===== config.mk =====
export PLATFORM = sky130hd
export DESIGN_NAME = cam_param_flat
export DESIGN_NICKNAME = d
export VERILOG_FILES = /design/src/rtl/cam_param_if.sv /design/src/rtl/cam_param.sv /design/src/flat_wrapper.sv
export SDC_FILE = /design/constraint.sdc
export NUM_CORES = 1
export LEC_CHECK = 0
export CAP_MARGIN = 10
export CORE_ASPECT_RATIO = 1.5
export CORE_MARGIN = 1.5
export CORE_UTILIZATION = 50
export DETAILED_ROUTE_END_ITERATION = 8
export GPL_TIMING_DRIVEN = 0
export PLACE_DENSITY = 0.74
export SLEW_MARGIN = 15
export SYNTH_ARGS = -nofsm -noshare
export SYNTH_HDL_FRONTEND = slang
export SYNTH_SLANG_ARGS = --single-unit
export TNS_END_PERCENT = 100

===== constraint.sdc =====
create_clock -name clk -period 4.7 [get_ports clk]
set_input_delay 0.94 -clock clk [delete_from_list [all_inputs] [get_ports clk]]
set_output_delay 0.94 -clock clk [all_outputs]
set_load 0.02 [all_outputs]

===== src/rtl/cam_param_if.sv =====
// Request/result bundle for the parametrised CAM: one operation in, one registered search result and occupancy out.
interface cam_param_if #(
    parameter int unsigned DATA_W = 8,
    parameter int unsigned DEPTH  = 32
);
    localparam int unsigned ADDR_W = $clog2(DEPTH);

    logic              en;
    logic [1:0]        op;
    logic [ADDR_W-1:0] addr;
    logic [DATA_W-1:0] data;
    logic [DATA_W-1:0] mask;
    logic [ADDR_W-1:0] out;
    logic              found;
    logic              multi;
    logic [ADDR_W:0]   count;

    modport master (
        output en, op, addr, data, mask,
        input  out, found, multi, count
    );

    modport slave (
        input  en, op, addr, data, mask,
        output out, found, multi, count
    );
endinterface


===== src/rtl/cam_param.sv =====
// Parametrised CAM: masked search with priority-encoded hit, multi-hit flag,
// per-entry invalidate, single-cycle flush and a valid-entry counter.
module cam_param #(
    parameter int unsigned DATA_W = 8,
    parameter int unsigned DEPTH  = 32
) (
    input  logic            clk,
    input  logic            rst,
    cam_param_if.slave      bus
);
    localparam int unsigned ADDR_W = $clog2(DEPTH);
    localparam int unsigned CNT_W  = ADDR_W + 1;

    localparam logic [1:0] OP_SEARCH = 2'b00;
    localparam logic [1:0] OP_WRITE  = 2'b01;
    localparam logic [1:0] OP_INVAL  = 2'b10;
    localparam logic [1:0] OP_FLUSH  = 2'b11;

    logic [DATA_W-1:0] mem [DEPTH];
    logic [DEPTH-1:0]  valid;
    logic [DEPTH-1:0]  valid_nxt;
    logic [DEPTH-1:0]  match;
    logic [ADDR_W-1:0] hit_idx;
    logic              hit_any;
    logic              hit_many;
    logic              addr_ok;
    logic              tgt_valid;
    logic              do_write;
    logic              do_search;
    logic [CNT_W-1:0]  count_nxt;

    // Per-entry match against pre-edge contents; invalid entries never match.
    always_comb begin
        match = '0;
        for (int unsigned i = 0; i < DEPTH; i++) begin
            match[i] = valid[i] && (((mem[i] ^ bus.data) & bus.mask) == '0);
        end
    end

    // Lowest-index priority encode plus "seen a second hit" flag.
    always_comb begin
        hit_idx  = '0;
        hit_any  = 1'b0;
        hit_many = 1'b0;
        for (int unsigned i = 0; i < DEPTH; i++) begin
            if (match[i]) begin
                if (hit_any) begin
                    hit_many = 1'b1;
                end else begin
                    hit_idx = ADDR_W'(i);
                end
                hit_any = 1'b1;
            end
        end
    end

    // Out-of-range targets (non power-of-two DEPTH) are dropped silently.
    always_comb begin
        addr_ok   = (32'(bus.addr) < DEPTH);
        tgt_valid = addr_ok ? valid[bus.addr] : 1'b0;
        do_search = bus.en && (bus.op == OP_SEARCH);
    end

    // Next valid vector and occupancy; count only moves on real valid-bit transitions.
    always_comb begin
        valid_nxt = valid;
        count_nxt = bus.count;
        do_write  = 1'b0;
        if (bus.en) begin
            case (bus.op)
                OP_WRITE: begin
                    if (addr_ok) begin
                        do_write             = 1'b1;
                        valid_nxt[bus.addr]  = 1'b1;
                        if (!tgt_valid) begin
                            count_nxt = bus.count + CNT_W'(1);
                        end
                    end
                end
                OP_INVAL: begin
                    if (tgt_valid) begin
                        valid_nxt[bus.addr] = 1'b0;
                        count_nxt           = bus.count - CNT_W'(1);
                    end
                end
                OP_FLUSH: begin
                    valid_nxt = '0;
                    count_nxt = '0;
                end
                default: begin
                end
            endcase
        end
    end

    // Valid bits, occupancy and held search result.
    always_ff @(posedge clk) begin
        if (rst) begin
            valid     <= '0;
            bus.count <= '0;
            bus.out   <= '0;
            bus.found <= 1'b0;
            bus.multi <= 1'b0;
        end else begin
            valid     <= valid_nxt;
            bus.count <= count_nxt;
            if (do_search) begin
                bus.out   <= hit_idx;
                bus.found <= hit_any;
                bus.multi <= hit_many;
            end
        end
    end

    // Data array carries no reset; valid bits make its contents irrelevant until written.
    always_ff @(posedge clk) begin
        if (!rst && do_write) begin
            mem[bus.addr] <= bus.data;
        end
    end

endmodule


===== src/flat_wrapper.sv =====
// flat-port wrapper written by rule: the top's interface ports become plain ports
module cam_param_flat 
#(
    parameter int unsigned DATA_W = 8,
    parameter int unsigned DEPTH  = 32
)
  (clk, rst, bus_en, bus_op, bus_addr, bus_data, bus_mask, bus_out, bus_found, bus_multi, bus_count);
  cam_param_if #(.DATA_W(DATA_W), .DEPTH(DEPTH)) bus_i ();
  input  logic clk;
  input  logic rst;
  input wire logic [$bits(bus_i.en)-1:0] bus_en;
  input wire logic [$bits(bus_i.op)-1:0] bus_op;
  input wire logic [$bits(bus_i.addr)-1:0] bus_addr;
  input wire logic [$bits(bus_i.data)-1:0] bus_data;
  input wire logic [$bits(bus_i.mask)-1:0] bus_mask;
  output wire logic [$bits(bus_i.out)-1:0] bus_out;
  output wire logic [$bits(bus_i.found)-1:0] bus_found;
  output wire logic [$bits(bus_i.multi)-1:0] bus_multi;
  output wire logic [$bits(bus_i.count)-1:0] bus_count;
  assign bus_i.en = bus_en;
  assign bus_i.op = bus_op;
  assign bus_i.addr = bus_addr;
  assign bus_i.data = bus_data;
  assign bus_i.mask = bus_mask;
  assign bus_out = bus_i.out;
  assign bus_found = bus_i.found;
  assign bus_multi = bus_i.multi;
  assign bus_count = bus_i.count;
  cam_param #(.DATA_W(DATA_W), .DEPTH(DEPTH)) u_core (.clk(clk), .rst(rst), .bus(bus_i));
endmodule

# Yosys cells after proc, flatten, opt, wreduce, memory -nomap -nowiden
# Memory sizes are Yosys's and may differ from the RTL's.
# Index checks and enable logic that the tools add are counted.
[totals]
out_inout_bits = 13
ram_bits = 256
input_bits = 26
mem_count = 1
latch_bits = 0
rom_bits = 0
regBits = 45
[mem_list]
columns = ["memory", "words", "word_bits", "rd", "rd_ports_with_merged_regs", "wr", "line_no", "source"]
rows = [
  ["u_core.mem", 32, 8, 32, 0, 1, "cam_param.sv:19", "logic [DATA_W-1:0] mem [DEPTH];"],
]
[op_classes]
n_lt_le_gt_ge = 2
div_mod_pow = 0
eq_ne = 5
bitwise_logic = 67
n_reduce_logical = 72
mul = 0
addsub = 2
shift = 0
mux = 169
[ops]
columns = ["operator", "count"]
rows = [
  ["$mux 5", 61],
  ["$and 8x8->8", 32],
  ["$logic_not 8->1", 32],
  ["$xor 8x8->8", 32],
  ["$mux 1", 101],
  ["$pmux 32 s3", 1],
  ["$logic_and 1x1->1", 35],
  ["$and 32x32->32", 1],
  ["$mux 32", 1],
  ["$not 32->32", 1],
  ["$or 32x32->32", 1],
  ["$pmux 6 s3", 1],
  ["$mux 6", 2],
  ["$add 6x1->6 const B", 1],
  ["$lt 5x6->1 const B", 1],
  ["$sub 6x1->6 const B", 1],
  ["$bmux 1 s5", 1],
  ["$demux 1 s5", 1],
  ["$ge 5x1->1 const B", 1],
  ["$eq 2x2->1 const B", 2],
  ["$reduce_and 4->1", 1],
  ["$reduce_and 3->1", 1],
  ["$reduce_bool 3->1", 1],
  ["$eq 2x1->1 const B", 1],
  ["other kinds (4)", 4],
]

# Logic depth before layout (Yosys ltp)
# Gate-level depths: netlist of run 1.
# An unclocked memory read counts as a cell.
[logic_depth]
word_depth = 68
mapped_depth = 14

# Worst setup path after synthesis of run 1
# Ideal clock, no wire load.
[synth_path]
kind = "input to register"
start = "input port bus_data[2]"
end = "register u_core.bus.multi"
slack_ns = 1.336
t_arrival_ns = 3.236
setup_time_ns = 0.128
path_stages = 13
path_cell_list = "buf_4 -> buf_12 -> buf_12 -> xor2_1 -> nand2_1 -> and4_1 -> buf_2 -> nor3_2 -> nand2_1 -> or4_4 -> maj3_2 -> o31ai_2 -> a31oi_1"
[synth_via]
elab_chain_cells = 67
[synth_lines]
columns = ["element", "line_no", "source"]
rows = [
  ["from (decl)", "flat_wrapper.sv:14", "input wire logic [$bits(bus_i.data)-1:0] bus_data;"],
  ["$xor 8x8->8", "cam_param.sv:36", "match[i] = valid[i] && (((mem[i] ^ bus.data) & bus.mask) == '0);"],
  ["$and 8x8->8", "cam_param.sv:36", ""],
  ["$logic_not 8->1", "cam_param.sv:36", ""],
  ["$logic_and 1x1->1", "cam_param.sv:36", ""],
  ["$mux 1", "cam_param.sv:46", "if (match[i]) begin"],
  ["$mux 1", "cam_param.sv:47", "if (hit_any) begin"],
  ["$mux 1", "cam_param.sv:46", ""],
  ["$mux 1", "cam_param.sv:47", ""],
  ["[... 51 more ...]", "--", ""],
  ["$mux 1", "cam_param.sv:47", ""],
  ["$mux 1", "cam_param.sv:46", ""],
  ["$mux 1", "cam_param.sv:47", ""],
  ["$mux 1", "cam_param.sv:46", ""],
  ["$mux 1", "cam_param.sv:47", ""],
  ["$mux 1", "cam_param.sv:46", ""],
  ["$mux 1", "cam_param.sv:47", ""],
  ["$mux 1 *", "cam_param.sv:46", ""],
  ["to (signal assigned)", "cam_param.sv:110", "bus.multi <= hit_many;"],
  ["to (decl)", "cam_param_if.sv:25", "output out, found, multi, count"],
]
# Mark *: on every way between the ends. The rest lies on a longest branch, timed or not.
# A chain may end at the register's enable or synchronous reset.

# Final worst setup path of run 1
[layout_path]
start = "input port bus_mask[0]"
end = "register u_core.bus.multi"
[layout_via]
elab_chain_cells = 66
[layout_lines]
columns = ["element", "line_no", "source"]
rows = [
  ["from (decl)", "flat_wrapper.sv:15", "input wire logic [$bits(bus_i.mask)-1:0] bus_mask;"],
  ["$and 8x8->8", "cam_param.sv:36", ""],
  ["$logic_not 8->1", "cam_param.sv:36", ""],
  ["$logic_and 1x1->1", "cam_param.sv:36", ""],
  ["$mux 1", "cam_param.sv:46", ""],
  ["$mux 1", "cam_param.sv:47", ""],
  ["$mux 1", "cam_param.sv:46", ""],
  ["$mux 1", "cam_param.sv:47", ""],
  ["$mux 1", "cam_param.sv:46", ""],
  ["[... 50 more ...]", "--", ""],
  ["$mux 1", "cam_param.sv:47", ""],
  ["$mux 1", "cam_param.sv:46", ""],
  ["$mux 1", "cam_param.sv:47", ""],
  ["$mux 1", "cam_param.sv:46", ""],
  ["$mux 1", "cam_param.sv:47", ""],
  ["$mux 1", "cam_param.sv:46", ""],
  ["$mux 1", "cam_param.sv:47", ""],
  ["$mux 1 *", "cam_param.sv:46", ""],
]
# Marks and branches as above.

==> impl_metrics.csv, run 1 <==
group,metric,value,unit
floorplanning,core_region_area,0.03035,mm2
timing,layout_min_cycle_time,4.189,ns
pwr,power.share.sequential,0.516,
drt,detail_route.drc_violations,0,
logic_synthesis,avg_inst_size_synth,12.14,um2
cts,clock_latency,0.57,ns
drt,drtIter0Drc,899,
global_route,grt_first_pass_wirelength,65.47,mm
worst_setup_path,timing.critical_path.max_delay_family,"buffers and inverters",
logic_synthesis,yosysTopAreaCellShare,0.4964,
cts,tritoncts,"done",
layout,storage_element_area,0.008588,mm2
layout,layout_common_cells,"256 x sky130_fd_sc_hd__edfxtp_1, 253 x sky130_fd_sc_hd__xor2_1, 127 x sky130_fd_sc_hd__nor2_1",
worst_setup_path,critPathLaunchType,"primary input",
layout,area.growth.synth_to_final,11.74,%
drt,first_pass_detailed_route_iteration_total,6,
pwr,power,0.005641,W
drt,wirelength_per_cell,24.54,um
placed_design,post-dp-hpwl,29.89,mm
timing,hold_viol_final,0,
logic_synthesis,ys_warn_count,0,
global_route,vias_in_the_first_global_route,10740,
pwr,p_clk_frac,0.389,
timing,timing.final.crit_share,0.8913,
floorplanning,rows,78,
drt,vias_per_cell,6.162,
worst_setup_path,cp_cell_sequence,"clkdlybuf4s50_1 -> buf_4 -> buf_2 -> buf_1 -> a222oi_1 -> and4_1 -> a22o_1 -> a221oi_1 -> nand4_1 -> nor4_1 -> o2111a_1 -> a31oi_1",
worst_setup_path,worstPathArrival,4.62,ns
timing,finalWorstSetupSlack,0.5111,ns
cts,clkSlewWorstSetupHoldPaths,0.07,ns
pwr,power_per_cell_area,326.0,mW/mm2
placed_design,placedCellCount,1717,
floorplanning,start_util,0.5102,
logic_synthesis,largest_cells_by_area_after_synthesis,"sky130_fd_sc_hd__edfxtp_1 50%, sky130_fd_sc_hd__xor2_1 14%, sky130_fd_sc_hd__dfxtp_1 5.8%",
global_route,grt_use_total,0.2726,
worst_setup_path,worst_ep_required_time,5.13,ns
drt,detailroute.via_count,10910,
timing,achievable-frequency,238.7,MHz
placed_design,routabilityCongestion,0.9638,
worst_setup_path,critical-path-max-stage-delay,0.58,ns
pwr,switchingPower,0.001356,W
global_route,grt_overflow,0,
logic_synthesis,syn_area,0.01549,mm2
worst_setup_path,critPathBufInv,4,
worst_setup_path,crit_path_end_kind,"register",
logic_synthesis,synth_async_sr_flop_share,0,
timing,final_max_slew_viol_count,0,
logic_synthesis,synth_top_flop_cell,"sky130_fd_sc_hd__edfxtp_1",
floorplanning,die_span_in_x,146.7,um
pwr,sw_ratio,0.2404,
logic_synthesis,synthesis.instances,1276,
floorplanning,die_h,218.5,um
cts,postCtsResizedCells,0,
placed_design,place_ws,-0.02992,ns
cts,post_cts_hold_buffer_count,0,
cts,cts_max_level,1,
job,max_cap_viol_count,0,
pwr,power.ir.vdd_worst,0.3102,mV
logic_synthesis,synth.yosys.seq_area_share,0.5546,
timing,transition_time_at_the_pin_with_the_least_slew_margin,1.165,ns
cts,cts-root-to-sink-buffers,3,
pwr,p_int,0.004285,W
cts,tritoncts_num_sinks,301,
placed_design,io_buffers,35,
layout,layout.core_utilization,0.5701,
cts,cts_root_buffer,"sky130_fd_sc_hd__clkbuf_16",
timing,report.final.setup_viol,0,
logic_synthesis,synth_edf_count,256,
logic_synthesis,yosys.area.top_type,"sky130_fd_sc_hd__edfxtp_1",
pwr,total_leakage_power,6.084,nW
timing,setup_skew,0.01696,ns
global_route,grt_start_max_net_pins,34,
pwr,combPwrFrac,0.095,
cts,cts_setup_buffers,0,
floorplanning,fp.dieArea,0.03206,mm2
drt,ant_nets,0,
worst_setup_path,crit_path_slowest_cell,"sky130_fd_sc_hd__buf_1",
global_route,grt_antenna_before_repair,1,
status,status,"completed",
timing,max_slew_margin,0.2177,
cts,numCtsBuffers,29,
floorplanning,design.portCount,39,
worst_setup_path,timing.setup.critical_path_class,"primary input to register",
layout,layout.cells.most_common,"sky130_fd_sc_hd__edfxtp_1",
layout,fin_cells,1770,
placed_design,placement.cell_area,0.01640,mm2
logic_synthesis,synth_nets,1307,
layout,multiInputGateArea,0.006180,mm2
timing,rsz0062_at_grt,"no",
layout,fin_area,0.01730,mm2
logic_synthesis,netlist-cell-type-count,77,
drt,drt-total-wl,43.44,mm
layout,fill_cells,2492,
worst_setup_path,timing.critical_path.fanout_max,10,
logic_synthesis,yosys_register_bits,301,
layout,ratio_of_cells_with_drive_above_1_in_the_final_layout,0.1191,
min_path,hold_class,"register to register",
layout,num-nets-final,1379,
cell type report:
class | count | share of cell area
Multi-Input combinational cell | 862 | 0.3571
Clock inverter | 15 | 0.006291
Sequential cell | 301 | 0.4963
Clock buffer | 37 | 0.04367
Antenna cell | 1 | 0.0001446
Inverter | 10 | 0.002169
Buffer | 103 | 0.04338
Timing Repair Buffer | 41 | 0.02198
Tap cell | 400 | 0.02892
kinds of logic after synthesis:
| kind of cell | count (synthesis) | synth area share |
|---|---|---|
| adders and majority gates | 8 | 0.006545 |
| buffers and inverters | 113 | 0.05090 |
| xor gates and xnor gates | 259 | 0.1484 |
| DFF | 301 | 0.5546 |
| AOI/OAI and AO/OA | 268 | 0.1200 |
| and+or+nand+nor | 317 | 0.1066 |
| muxes | 10 | 0.01293 |
cells in the mapped netlist, drive strengths merged, types with 5 or more instances:
cell,number
xor2,257
nand2b,9
dfxtp,45
nor2b,9
mux4,8
a221oi,26
nand4,10
clkbuf,39
edfxtp,256
nor4,5
a21oi,86
and4,24
o21ai,45
inv,10
a22o,25
a21o,5
or2,6
nand2,55
nor2,128
buf,64
a222oi,30
nor3,41
nand3,6
and3,6
a22oi,18
path summary, 6_finish.rpt:
kind / to / startpoint / cells after the start / slack (ns)
setup / recovery: u_core.bus.multi$_SDFFE_PP0P_ / bus_mask[0] / 12 / 0.51
hold / removal: u_core.bus.count[2]$_SDFFE_PP0P_ / u_core.bus.count[2]$_SDFFE_PP0P_ / 2 / 0.49
setup reg to reg: u_core.bus.out[1]$_SDFFE_PP0P_ / u_core.mem[9][5]$_DFFE_PP_ / 11 / 1.62
hold reg to reg: u_core.bus.count[2]$_SDFFE_PP0P_ / u_core.bus.count[2]$_SDFFE_PP0P_ / 2 / 0.49
tightest hold or removal path: cells and delay by family, from the launching register on:
kind | cells | cell delay [ns]
compound gates | 1 | 0.05
flops | 1 | 0.32
simple gates | 1 | 0.07
layer usage:
layer / vias up / track usage / share of wire
met5: - / 0 / 0
met4: 0 / 0.1778 / 0.065
met3: 140 / 0.03048 / 0.063
met2: 479 / 0.4925 / 0.52
met1: 5426 / 0.3026 / 0.35
li1: 4861 / - / -
stage by stage:
stage	hold WS, ns	setup TNS [ns]
floorplan	0.4863	0
global placement	0.4808	-5.862
detailed placement	0.4785	-0.05242
CTS	0.4898	0
global route	0.5180	0
finish	0.4904	0
flip-flops by register name (all words and copies together), names as in the netlist:
name	count
u_core.bus.found	1
u_core.bus.multi	1
u_core.bus.count	6
u_core.bus.out	5
u_core.mem	256
u_core.valid	32
power by group through the flow:
stage	clock network (W)	logic [W]	registers, W
global placement	0	0.000511	0.00297
detailed placement	0	0.000526	0.00297
CTS	0.00221	0.000528	0.00291
global route	0.00231	0.000567	0.00291
finish	0.00220	0.000533	0.00291
floorplan	0	0.000322	0.00297
Power figures use the tool's default switching activity.
==> run 2, diff against run 1 <==
ABC_AREA = 1   (was unset)
CAP_MARGIN = unset   (was 10)
clock period = 4.3 ns   (was 4.7 ns; I/O delays follow)
==> run 2 against run 1 <==
Net effect:
- critical path depth is 9 higher
- worst setup slack worse by 0.0013 ns
- sequential cell count stayed put
- combinational power is 12% higher
- routed wire length is 12% higher
- critical path type unchanged
==> impl_metrics.csv, run 2 <==
group,metric,value,unit
global_route,vias_in_the_first_global_route,13360,
placed_design,routabilityCongestion,0.9302,
logic_synthesis,synthTopCellsByCount,"500 x sky130_fd_sc_hd__nand2_1, 352 x sky130_fd_sc_hd__nor2_1, 256 x sky130_fd_sc_hd__edfxtp_1",
placed_design,place_ws,-0.6707,ns
worst_setup_path,worstReg2RegEnd,"u_core.bus.multi$_SDFFE_PP0P_",
worst_setup_path,critPathLaunchType,"primary input",
cts,cts_setup_buffers,0,
global_route,grt_antenna_before_repair,0,
logic_synthesis,ys_warn_count,0,
drt,vias_per_cell,5.661,
logic_synthesis,syn_area,0.01624,mm2
cts,tritoncts,"done",
layout,num-nets-final,2031,
layout,fill_cells,2787,
placed_design,placedCellCount,2379,
worst_setup_path,ff_to_ff_setup_slack,1.45,ns
logic_synthesis,synth_nets,1965,
layout,layout_common_cells,"500 x sky130_fd_sc_hd__nand2_1, 352 x sky130_fd_sc_hd__nor2_1, 256 x sky130_fd_sc_hd__edfxtp_1",
pwr,p_clk_frac,0.393,
drt,detail_route.drc_violations,0,
floorplanning,core_region_area,0.03193,mm2
global_route,grt_use_total,0.2962,
cts,cts_root_buffer,"sky130_fd_sc_hd__clkbuf_16",
status,status,"completed",
min_path,hold_class,"register to register",
timing,achievable-frequency,263.8,MHz
timing,final.hold.worst_slack,0.4930,ns
pwr,power.ir.vdd_worst,0.4051,mV
min_path,whs_path_depth,2,
drt,wirelength_per_cell,20.04,um
layout,layout.cells.most_common,"sky130_fd_sc_hd__nand2_1",
logic_synthesis,synth_top_flop_cell,"sky130_fd_sc_hd__edfxtp_1",
logic_synthesis,largest_cells_by_area_after_synthesis,"sky130_fd_sc_hd__edfxtp_1 47%, sky130_fd_sc_hd__nand2_1 12%, sky130_fd_sc_hd__nor2_1 8.1%",
floorplanning,rows,80,
logic_synthesis,yosys.cell_count.top_type,"sky130_fd_sc_hd__nand2_1",
layout,registers.top_by_ff_count,"u_core.mem",
drt,first_pass_detailed_route_iteration_total,7,
layout,fin_cells,2433,
floorplanning,die_h,223.7,um
drt,ant_nets,0,
timing,hold_viol_final,0,
global_route,grt_overflow,0,
logic_synthesis,synthesis.instances,1934,
worst_setup_path,worst_ep_required_time,4.77,ns
timing,final_max_slew_viol_count,0,
cts,clkSlewWorstSetupHoldPaths,0.06,ns
layout,area.growth.synth_to_final,10.52,%
timing,layout_min_cycle_time,3.790,ns
timing,finalWorstSetupSlack,0.5098,ns
worst_setup_path,crit_path_slowest_cell,"sky130_fd_sc_hd__buf_2",
timing,max_slew_margin,0.2297,
job,max_cap_viol_count,0,
pwr,power_per_cell_area,347.3,mW/mm2
floorplanning,die_span_in_x,150.2,um
placed_design,io_buffers,35,
logic_synthesis,synth_edf_count,256,
worst_setup_path,cp_cell_sequence,"buf_2 -> buf_4 -> buf_6 -> buf_6 -> buf_4 -> nor2_1 -> o22ai_1 -> nor2_1 -> and3_1 -> nand2_1 -> o21ai_1 -> nor2_1 -> nand2_1 -> a21oi_1 -> nand3_1 -> nor2_1 -> nand3_1 -> nor2_1 -> nand3_1 -> nand2_1 -> inv_1",
logic_synthesis,synth_async_sr_flop_share,0,
logic_synthesis,netlist-cell-type-count,57,
global_route,grt_start_max_net_pins,39,
drt,detailroute.via_count,13770,
logic_synthesis,yosys_register_bits,301,
worst_setup_path,worstPathArrival,4.26,ns
pwr,power,0.006234,W
pwr,sw_ratio,0.2481,
pwr,switchingPower,0.001547,W
worst_setup_path,timing.critical_path.fanout_max,36,
timing,timing.final.crit_share,0.8814,
drt,drtIter0Drc,1069,
logic_synthesis,avg_inst_size_synth,8.397,um2
logic_synthesis,synth.yosys.seq_area_share,0.5288,
layout,fin_area,0.01795,mm2
timing,transition_time_at_the_pin_with_the_least_slew_margin,1.151,ns
min_path,timing.hold.worst_endpoint,"u_core.bus.count[3]$_SDFFE_PP0P_",
floorplanning,design.portCount,39,
timing,setup_skew,0.02414,ns
placed_design,post-dp-hpwl,35.89,mm
drt,drt-total-wl,48.77,mm
timing,rsz0062_at_grt,"no",
cts,cts_max_level,1,
worst_setup_path,cp_common_cell,"sky130_fd_sc_hd__nor2_1",
pwr,combPwrFrac,0.096,
layout,ratio_of_cells_with_drive_above_1_in_the_final_layout,0.08651,
floorplanning,fp.dieArea,0.03359,mm2
logic_synthesis,yosysTopAreaCellShare,0.4733,
layout,largest_register_ff_count,256,
worst_setup_path,worstRegToRegCells,18,
pwr,total_leakage_power,7.331,nW
floorplanning,start_util,0.5086,
min_path,holdCritStartpoint,"u_core.bus.count[3]$_SDFFE_PP0P_",
global_route,grt_first_pass_wirelength,74.32,mm
worst_setup_path,timing.setup.critical_path_class,"primary input to register",
pwr,power.share.sequential,0.511,
worst_setup_path,critical-path-max-stage-delay,0.56,ns
worst_setup_path,crit_path_end_kind,"register",
worst_setup_path,regToRegStartpoint,"u_core.mem[0][4]$_DFFE_PP_",
placed_design,placement.cell_area,0.01708,mm2
cts,clock_latency,0.59,ns
cts,numCtsBuffers,29,
pwr,p_int,0.004688,W
layout,reg_top3,"u_core.mem (256), u_core.valid (32), u_core.bus.count (6)",
layout,num_antenna_cells,0,
logic_synthesis,yosys.area.top_type,"sky130_fd_sc_hd__edfxtp_1",
cts,tritoncts_num_sinks,301,
timing,report.final.setup_viol,0,
cts,cts-root-to-sink-buffers,3,
==> run 2: cell types whose count changed after synthesis, moves of 30 or more <==
cell,previous run,this run
sky130_fd_sc_hd__a222oi_1,30,0
sky130_fd_sc_hd__inv_1,9,152
sky130_fd_sc_hd__nand2_1,55,500
sky130_fd_sc_hd__nand3_1,6,89
sky130_fd_sc_hd__nor2_1,127,352
sky130_fd_sc_hd__o21ai_0,45,103
sky130_fd_sc_hd__xor2_1,253,2
==> run 2: stage by stage <==
stage               TNS, ns    util
floorplan                 0       -
global route              0  0.5621
detailed placement   -3.371  0.5349
CTS                       0  0.5626
global placement     -5.300  0.5357
finish                    0  0.5621
==> run 2: worst max path at each step <==
stage	startpoint	slack [ns]	cells past startpoint	endpoint
CTS	bus_data[0]	0.18	17	u_core.bus.out[0]$_SDFFE_PP0P_
global placement	bus_data[1]	-0.92	18	u_core.bus.out[0]$_SDFFE_PP0P_
global route	bus_data[1]	0.38	21	u_core.bus.multi$_SDFFE_PP0P_
finish	bus_data[1]	0.51	21	u_core.bus.multi$_SDFFE_PP0P_
detailed placement	bus_data[7]	-0.67	18	u_core.bus.out[0]$_SDFFE_PP0P_
floorplan	bus_data[7]	1.51	18	u_core.bus.multi$_SDFFE_PP0P_
==> run 2: critical path, delay by kind of cell <==
| kind | cells | cell delay [ns] |
|---|---|---|
| compound gates | 3 | 0.44 |
| buf+inv | 6 | 1.42 |
| simple gates | 12 | 1.52 |
==> run 2: per-layer routing <==
layer | wire length [um] | global-route usage | share of wire | up-vias
met5 | 0 | 0 | 0 | -
met4 | 4005 | 0.2147 | 0.082 | 0
met3 | 2262 | 0.02098 | 0.046 | 158
met2 | 24910 | 0.5234 | 0.51 | 544
met1 | 17590 | 0.3323 | 0.36 | 6484
li1 | - | - | - | 6587
==> run 2: power groups by stage <==
stage	Sequential [W]	Combinational, W	Clock [W]
after floorplan	0.00325	0.000356	0
after global placement	0.00325	0.000579	0
after detailed placement	0.00325	0.000592	0
after CTS	0.00319	0.000593	0.00248
after global routing	0.00319	0.000653	0.00257
final	0.00319	0.000597	0.00245
==> run 2: timing repair <==
action,in CTS,in global routing
resized for setup,1,2
hold buffers,0,0
cloned,0,0
setup endpoints to repair,1,2
==> run 2: logic make-up after synthesis <==
| group | after synthesis | share of synthesized area |
|---|---|---|
| AOI/OAI and AO/OA | 301 | 0.1059 |
| and+or+nand+nor | 1048 | 0.2723 |
| buffers and inverters | 260 | 0.07835 |
| adders and majority gates | 5 | 0.004315 |
| xor gates and xnor gates | 19 | 0.01025 |
| DFF | 301 | 0.5288 |
==> run 2: final cells by class <==
class,instances,area (um2),area share
flip-flops and latches,301,8588,0.4785
multi-input cells,1373,6380,0.3554
clock buffers,38,769.5,0.04287
plain buffers,92,639.4,0.03562
inverters,168,633.1,0.03527
well taps,410,513.0,0.02858
repair buffers,35,310.3,0.01729
clock inverters,16,116.4,0.006483
==> run 3, diff against run 2 <==
CAP_MARGIN = 40   (was unset)
GPL_ROUTABILITY_DRIVEN = 0   (was unset)
==> run 3 against run 2 <==
Net effect:
- clock skew shrank 0.014 ns
- highest routed layer unchanged
- die area unchanged
- count of clock-buffer cells in the layout shrank 5
- sequential share of layout area is 0.89 points lower
- sequential cell count did not move
- first-iteration DRC count grew 34%
- critical path type unchanged
- largest cell class unchanged
==> impl_metrics.csv, run 3 (synthesized netlist as in run 2, its figures left out) <==
group,metric,value,unit
pwr,power.share.sequential,0.502,
worst_setup_path,regToRegStartpoint,"u_core.mem[4][2]$_DFFE_PP_",
global_route,grt_start_max_net_pins,37,
placed_design,post-dp-hpwl,35.95,mm
timing,timing.final.crit_share,0.8895,
timing,transition_time_at_the_pin_with_the_least_slew_margin,0.9506,ns
timing,report.final.setup_viol,0,
cts,tritoncts_num_sinks,301,
drt,wirelength_per_cell,19.84,um
timing,max_slew_margin,0.3640,
timing,achievable-frequency,261.5,MHz
pwr,power,0.006347,W
cts,cts_setup_buffers,0,
global_route,grt_overflow,0,
floorplanning,die_span_in_x,150.2,um
cts,tritoncts,"done",
layout,num-nets-final,2060,
cts,numCtsBuffers,28,
min_path,hold_class,"register to register",
pwr,combPwrFrac,0.096,
floorplanning,die_h,223.7,um
global_route,grt_use_total,0.2951,
pwr,switchingPower,0.001561,W
global_route,grt_antenna_before_repair,0,
timing,final.hold.worst_slack,0.5012,ns
pwr,sw_ratio,0.2459,
placed_design,io_buffers,35,
cts,post_cts_hold_buffer_count,0,
worst_setup_path,worst_ep_required_time,4.77,ns
worst_setup_path,cp_cell_sequence,"clkdlybuf4s50_1 -> buf_4 -> buf_6 -> buf_6 -> buf_2 -> nor2_1 -> nor2_1 -> nor3_1 -> and3_1 -> nand2_1 -> o21ai_1 -> nor2_1 -> nand2_1 -> a21oi_1 -> nand3_1 -> nor2_1 -> nand3_1 -> nor2_1 -> nand3_1 -> nand2_1 -> inv_1",
drt,vias_per_cell,5.759,
pwr,power_per_cell_area,347.0,mW/mm2
layout,registers.top_by_ff_count,"u_core.mem",
timing,layout_min_cycle_time,3.825,ns
drt,detailroute.via_count,14170,
cts,cts_max_level,1,
cts,clkSlewWorstSetupHoldPaths,0.07,ns
placed_design,placedCellCount,2408,
worst_setup_path,worstPathArrival,4.30,ns
cts,postCtsResizedCells,0,
worst_setup_path,cp_common_cell,"sky130_fd_sc_hd__nor2_1",
floorplanning,design.portCount,39,
pwr,p_clk_frac,0.402,
worst_setup_path,critPathLaunchType,"primary input",
job,max_cap_viol_count,0,
worst_setup_path,worstReg2RegEnd,"u_core.bus.out[1]$_SDFFE_PP0P_",
global_route,grt_first_pass_wirelength,74.69,mm
worst_setup_path,crit_path_end_kind,"register",
pwr,p_int,0.004786,W
drt,ant_nets,0,
worst_setup_path,worstRegToRegCells,20,
worst_setup_path,crit_path_end,"u_core.bus.multi$_SDFFE_PP0P_",
worst_setup_path,critical-path-max-stage-delay,0.79,ns
layout,largest_register_ff_count,256,
floorplanning,start_util,0.5086,
cts,clock_latency,0.57,ns
worst_setup_path,crit_path_slowest_cell,"sky130_fd_sc_hd__clkdlybuf4s50_1",
layout,area.growth.synth_to_final,12.62,%
worst_setup_path,critPathLaunch,"bus_data[5]",
layout,fin_cells,2461,
layout,reg_top3,"u_core.mem (256), u_core.valid (32), u_core.bus.count (6)",
floorplanning,rows,80,
cts,cts-root-to-sink-buffers,3,
worst_setup_path,timing.setup.critical_path_class,"primary input to register",
timing,final_max_slew_viol_count,0,
cts,cts_root_buffer,"sky130_fd_sc_hd__clkbuf_16",
floorplanning,core_region_area,0.03193,mm2
layout,ratio_of_cells_with_drive_above_1_in_the_final_layout,0.1009,
pwr,power.ir.vdd_worst,0.3918,mV
timing,rsz0062_at_grt,"no",
placed_design,placement.cell_area,0.01735,mm2
layout,layout.cells.most_common,"sky130_fd_sc_hd__nand2_1",
status,status,"completed",
timing,setup_skew,0.009961,ns
worst_setup_path,timing.critical_path.fanout_max,14,
global_route,vias_in_the_first_global_route,13960,
layout,num_antenna_cells,0,
layout,layout_common_cells,"500 x sky130_fd_sc_hd__nand2_1, 352 x sky130_fd_sc_hd__nor2_1, 256 x sky130_fd_sc_hd__edfxtp_1",
floorplanning,fp.dieArea,0.03359,mm2
layout,fin_area,0.01829,mm2
worst_setup_path,ff_to_ff_setup_slack,1.43,ns
drt,drtIter0Drc,1428,
drt,drt-total-wl,48.82,mm
pwr,total_leakage_power,7.516,nW
drt,first_pass_detailed_route_iteration_total,8,
timing,hold_viol_final,0,
drt,detail_route.drc_violations,0,
[run 3: cell count changes in the layout (fill, tap and decap cells not counted), sizes merged]
cell / change
clkinvlp: +5
clkdlybuf4s50: +4
bufinv: +2
clkbuf: -6
inv: -1
clkinv: -3
buf: +27
[run 3: critical path, delay by kind of cell]
family	cells	cell delay, ns
buf+inv	6	1.68
simple gates	13	1.47
compound gates	2	0.27
[run 3: worst min path at each step]
stage / from / endpoint / slack (ns) / cells after the start
finish: u_core.bus.count[2]$_SDFFE_PP0P_ / u_core.bus.count[2]$_SDFFE_PP0P_ / 0.50 / 2
global placement: u_core.bus.count[3]$_SDFFE_PP0P_ / u_core.bus.count[3]$_SDFFE_PP0P_ / 0.48 / 2
global route: u_core.bus.count[3]$_SDFFE_PP0P_ / u_core.bus.count[3]$_SDFFE_PP0P_ / 0.51 / 2
floorplan: u_core.valid[11]$_SDFFE_PP0P_ / u_core.valid[11]$_SDFFE_PP0P_ / 0.45 / 2
detailed placement: u_core.bus.count[2]$_SDFFE_PP0P_ / u_core.bus.count[2]$_SDFFE_PP0P_ / 0.49 / 2
CTS: u_core.bus.count[2]$_SDFFE_PP0P_ / u_core.bus.count[2]$_SDFFE_PP0P_ / 0.50 / 2
[run 3: power groups by stage]
stage                     clock (W)  sequential [W]  combinational (W)
after floorplan                   0         0.00325           0.000356
after global placement            0         0.00325           0.000577
after detailed placement          0         0.00325           0.000599
after CTS                   0.00257         0.00318           0.000602
after global routing        0.00267         0.00318           0.000665
final                       0.00255         0.00318           0.000610
[run 3: per-stage QoR]
| stage | worst slack, ns | TNS [ns] | utilization |
|---|---|---|---|
| finish | 0.4752 | 0 | 0.5728 |
| CTS | 0.5613 | 0 | 0.5726 |
| global placement | -0.8561 | -5.004 | 0.5357 |
| detailed placement | -0.02531 | -0.02531 | 0.5434 |
| floorplan | 1.506 | 0 | - |
| global route | 0.2045 | 0 | 0.5728 |
[run 3: area by class of cell]
class,instances,area [um2]
inverters,168,633.1
plain buffers,92,639.4
repair buffers,65,605.6
clock inverters,19,191.4
clock buffers,33,739.5
fillers,2711,13640
multi-input cells,1373,6380
well taps,410,513.0
flip-flops and latches,301,8588
[run 3: routing by layer]
metal,vias up,share of wire,global-route usage
met5,-,0,0
met4,0,0.10,0.2631
met3,214,0.059,0.02831
met2,685,0.50,0.5092
met1,6634,0.34,0.3164
li1,6639,-,-
==> variant: new RTL, settings of run 2 <==
`DATA_W` is set to 8 in 3 places; all go to 10.
--- a/src/rtl/cam_param_if.sv
+++ b/src/rtl/cam_param_if.sv
@@ -1,6 +1,6 @@
 // Request/result bundle for the parametrised CAM: one operation in, one registered search result and occupancy out.
 interface cam_param_if #(
-    parameter int unsigned DATA_W = 8,
+    parameter int unsigned DATA_W = 10,
     parameter int unsigned DEPTH  = 32
 );
     localparam int unsigned ADDR_W = $clog2(DEPTH);
--- a/src/rtl/cam_param.sv
+++ b/src/rtl/cam_param.sv
@@ -1,7 +1,7 @@
 // Parametrised CAM: masked search with priority-encoded hit, multi-hit flag,
 // per-entry invalidate, single-cycle flush and a valid-entry counter.
 module cam_param #(
-    parameter int unsigned DATA_W = 8,
+    parameter int unsigned DATA_W = 10,
     parameter int unsigned DEPTH  = 32
 ) (
     input  logic            clk,
--- a/src/flat_wrapper.sv
+++ b/src/flat_wrapper.sv
@@ -1,7 +1,7 @@
 // flat-port wrapper written by rule: the top's interface ports become plain ports
 module cam_param_flat 
 #(
-    parameter int unsigned DATA_W = 8,
+    parameter int unsigned DATA_W = 10,
     parameter int unsigned DEPTH  = 32
 )
   (clk, rst, bus_en, bus_op, bus_addr, bus_data, bus_mask, bus_out, bus_found, bus_multi, bus_count);
Ports: changed (resized bus_data and bus_mask); port bits go from 39 to 43. No check against the original RTL was run, so the function may have changed too.
==> variant against run 2 <==
Power increased by 24%. Combinational power up 12%. Die area is 17% higher. Core utilization grew 0.36 points. Setup slack worse by 0.064 ns. Sequential cell count is 64 higher. Count of clock-buffer cells in the layout increased by 13. Final area is 18% higher. Clock skew is 0.0091 ns lower. Routed wire length increased by 9.3%. Synthesized area grew 17%. Synthesized cell count rose by 8.7%. Critical path type unchanged. Highest routed layer unchanged.
==> variant: results (changes against run 2) <==
[status]
status = finished, final reports clean

[pwr]
p_leak_nw = 8.18  ; +12%
irDropWorstVdd_mv = 0.360  ; -11%
switching_share = 0.235  ; -0.0129

[timing]
tightest_slew_ns = 1.32  ; +0.165 ns
period_minus_slack_ns = 3.85  ; +0.0640 ns
fin_worst_skew_ns = 0.0151  ; -0.00906 ns

[critical_path]
crit_arrival_ns = 4.28  ; +0.02 ns
crit_path_max_incr_delay_ns = 0.79  ; +0.23 ns
rr_worst_depth = 19  ; +1
crit_fanout = 10  ; -72%
cp_slowest_cell = clkdlybuf4s50_1
rr_endpoint = u_core.bus.out[0]
critPathLaunch = bus_mask[0]
r2r_slack_ns = 1.28  ; -0.17 ns
r2r_start = u_core.mem[10][6]

[yosys]
syn_nets = 2138  ; +8.8%
synth-seq-cells = 365  ; +21%
ys_seq_area_frac = 0.552  ; +0.0234
yosysWarnings = 0  ; unchanged
yosysUniqueCellTypes = 58  ; +1.8%
syn_avg_cell_area_um2 = 9.05  ; +7.8%
netlist_area_um2 = 19000  ; +17%
synth_area_leaders = edfxtp_1, nand2_1, nor2_1
synth-edff-count = 320  ; +25%
synthTopCellsByCount = nand2_1, edfxtp_1, nor2_1, nand3_1, o21ai_0

[placement]
gp_congestion = 0.891  ; -4.3%
portBuffers = 42  ; +20%
numPlacedInstances = 2634  ; +11%
dp_hpwl_um = 38200  ; +6.5%
detailed_place.area_um2 = 20000  ; +17%
place_ws_ns = -0.974  ; -0.303 ns

[clock_network]
cts.clk_slew.worst_paths_ns = 0.06  ; about the same
clk_path_buf_depth = 3  ; unchanged
htreeDepth = 2  ; +1
cts_made_buffers = 37  ; +28%
clock_latency_ns = 0.53  ; -0.06 ns

[cells_and_area]
clk_share = 0.0561  ; +0.00671
layoutNonFillerInstCount = 2702  ; +11%
n_all_buffers = 145  ; +14%
nClkBuffers = 51  ; +34%
n_fill_cell = 3198  ; +15%
top_regs = u_core.mem: 320 flops, u_core.valid: 32 flops, u_core.bus.count: 6 flops
drive_gt1_frac = 0.122  ; +0.0350
nets = 2220  ; +9.3%
design_area_um2 = 21200  ; +18%
multi_input_area_share = 0.350  ; -0.00520
buf_share = 0.0485  ; -0.00444
n_all_inverters = 123  ; -27%
seqCellArea_um2 = 10500  ; +22%
multi_input_gates = 1513  ; +10%

[detailed_routing]
via_per_inst = 5.66  ; about the same
dr.pass1.iters = 5  ; -2
drtIter0Drc = 1299  ; +22%
wl_per_cell_um = 19.7  ; -1.6%

[grt]
grt_start_max_net_pins = 40  ; +2.6%
track_usage = 0.272  ; -0.0238
grt_pass1_vias = 14600  ; +9.5%
grt_pass1_wl_um = 81400  ; +9.5%

-- variant: cell types whose count changed in the layout (fill, tap and decap cells not counted), moves of 17 or more --
cell,before,now
xor2_1,2,37
o21ai_0,103,139
nor2_1,352,260
nand3_1,89,139
nor3b_1,22,0
inv_1,152,112
xnor2_1,17,47
or2_2,6,74
nand2_1,500,518
a21oi_1,111,94
edfxtp_1,256,320
-- variant: timing repair --
| action | 4_1_cts | 5_1_grt |
|---|---|---|
| buffers inserted | 0 | 0 |
| endpoints found under the setup margin | 7 | 6 |
| resized for setup | 4 | 3 |
-- variant: per-layer routing --
metal / track usage / vias to the layer above / part of all wire
met5: 0 / - / 0
met4: 0.176 / 0 / 0.068
met3: 0.0298 / 158 / 0.048
met2: 0.477 / 562 / 0.51
met1: 0.314 / 7288 / 0.37
li1: - / 7283 / -
-- variant: worst min-delay path by stage --
stage,depth (start not counted),slack [ns],end,startpoint
global placement,2,0.46,u_core.bus.out[2],u_core.bus.out[2]
detailed placement,2,0.46,u_core.bus.out[2],u_core.bus.out[2]
CTS,2,0.49,u_core.bus.out[2],u_core.bus.out[2]
global route,2,0.52,u_core.bus.count[4],u_core.bus.count[4]
floorplan,2,0.49,u_core.valid[4],u_core.valid[4]
finish,2,0.48,u_core.bus.out[2],u_core.bus.out[2]
-- variant: power groups by stage --
stage	clock, mW	sequential (mW)	combinational [mW]
final	3.22	3.87	0.666
after global routing	3.37	3.87	0.730
after CTS	3.24	3.87	0.662
after detailed placement	0	3.95	0.659
after global placement	0	3.95	0.643
after floorplan	0	3.95	0.400
-- variant: cell families after synthesis --
logic type / synth area share
AND/OR/NAND/NOR: 0.249
flip-flops: 0.552
AO/OA/AOI/OAI: 0.0984
buffers and inverters: 0.0582
XOR/XNOR: 0.0387
adder cells (fa/ha/maj): 0.00368
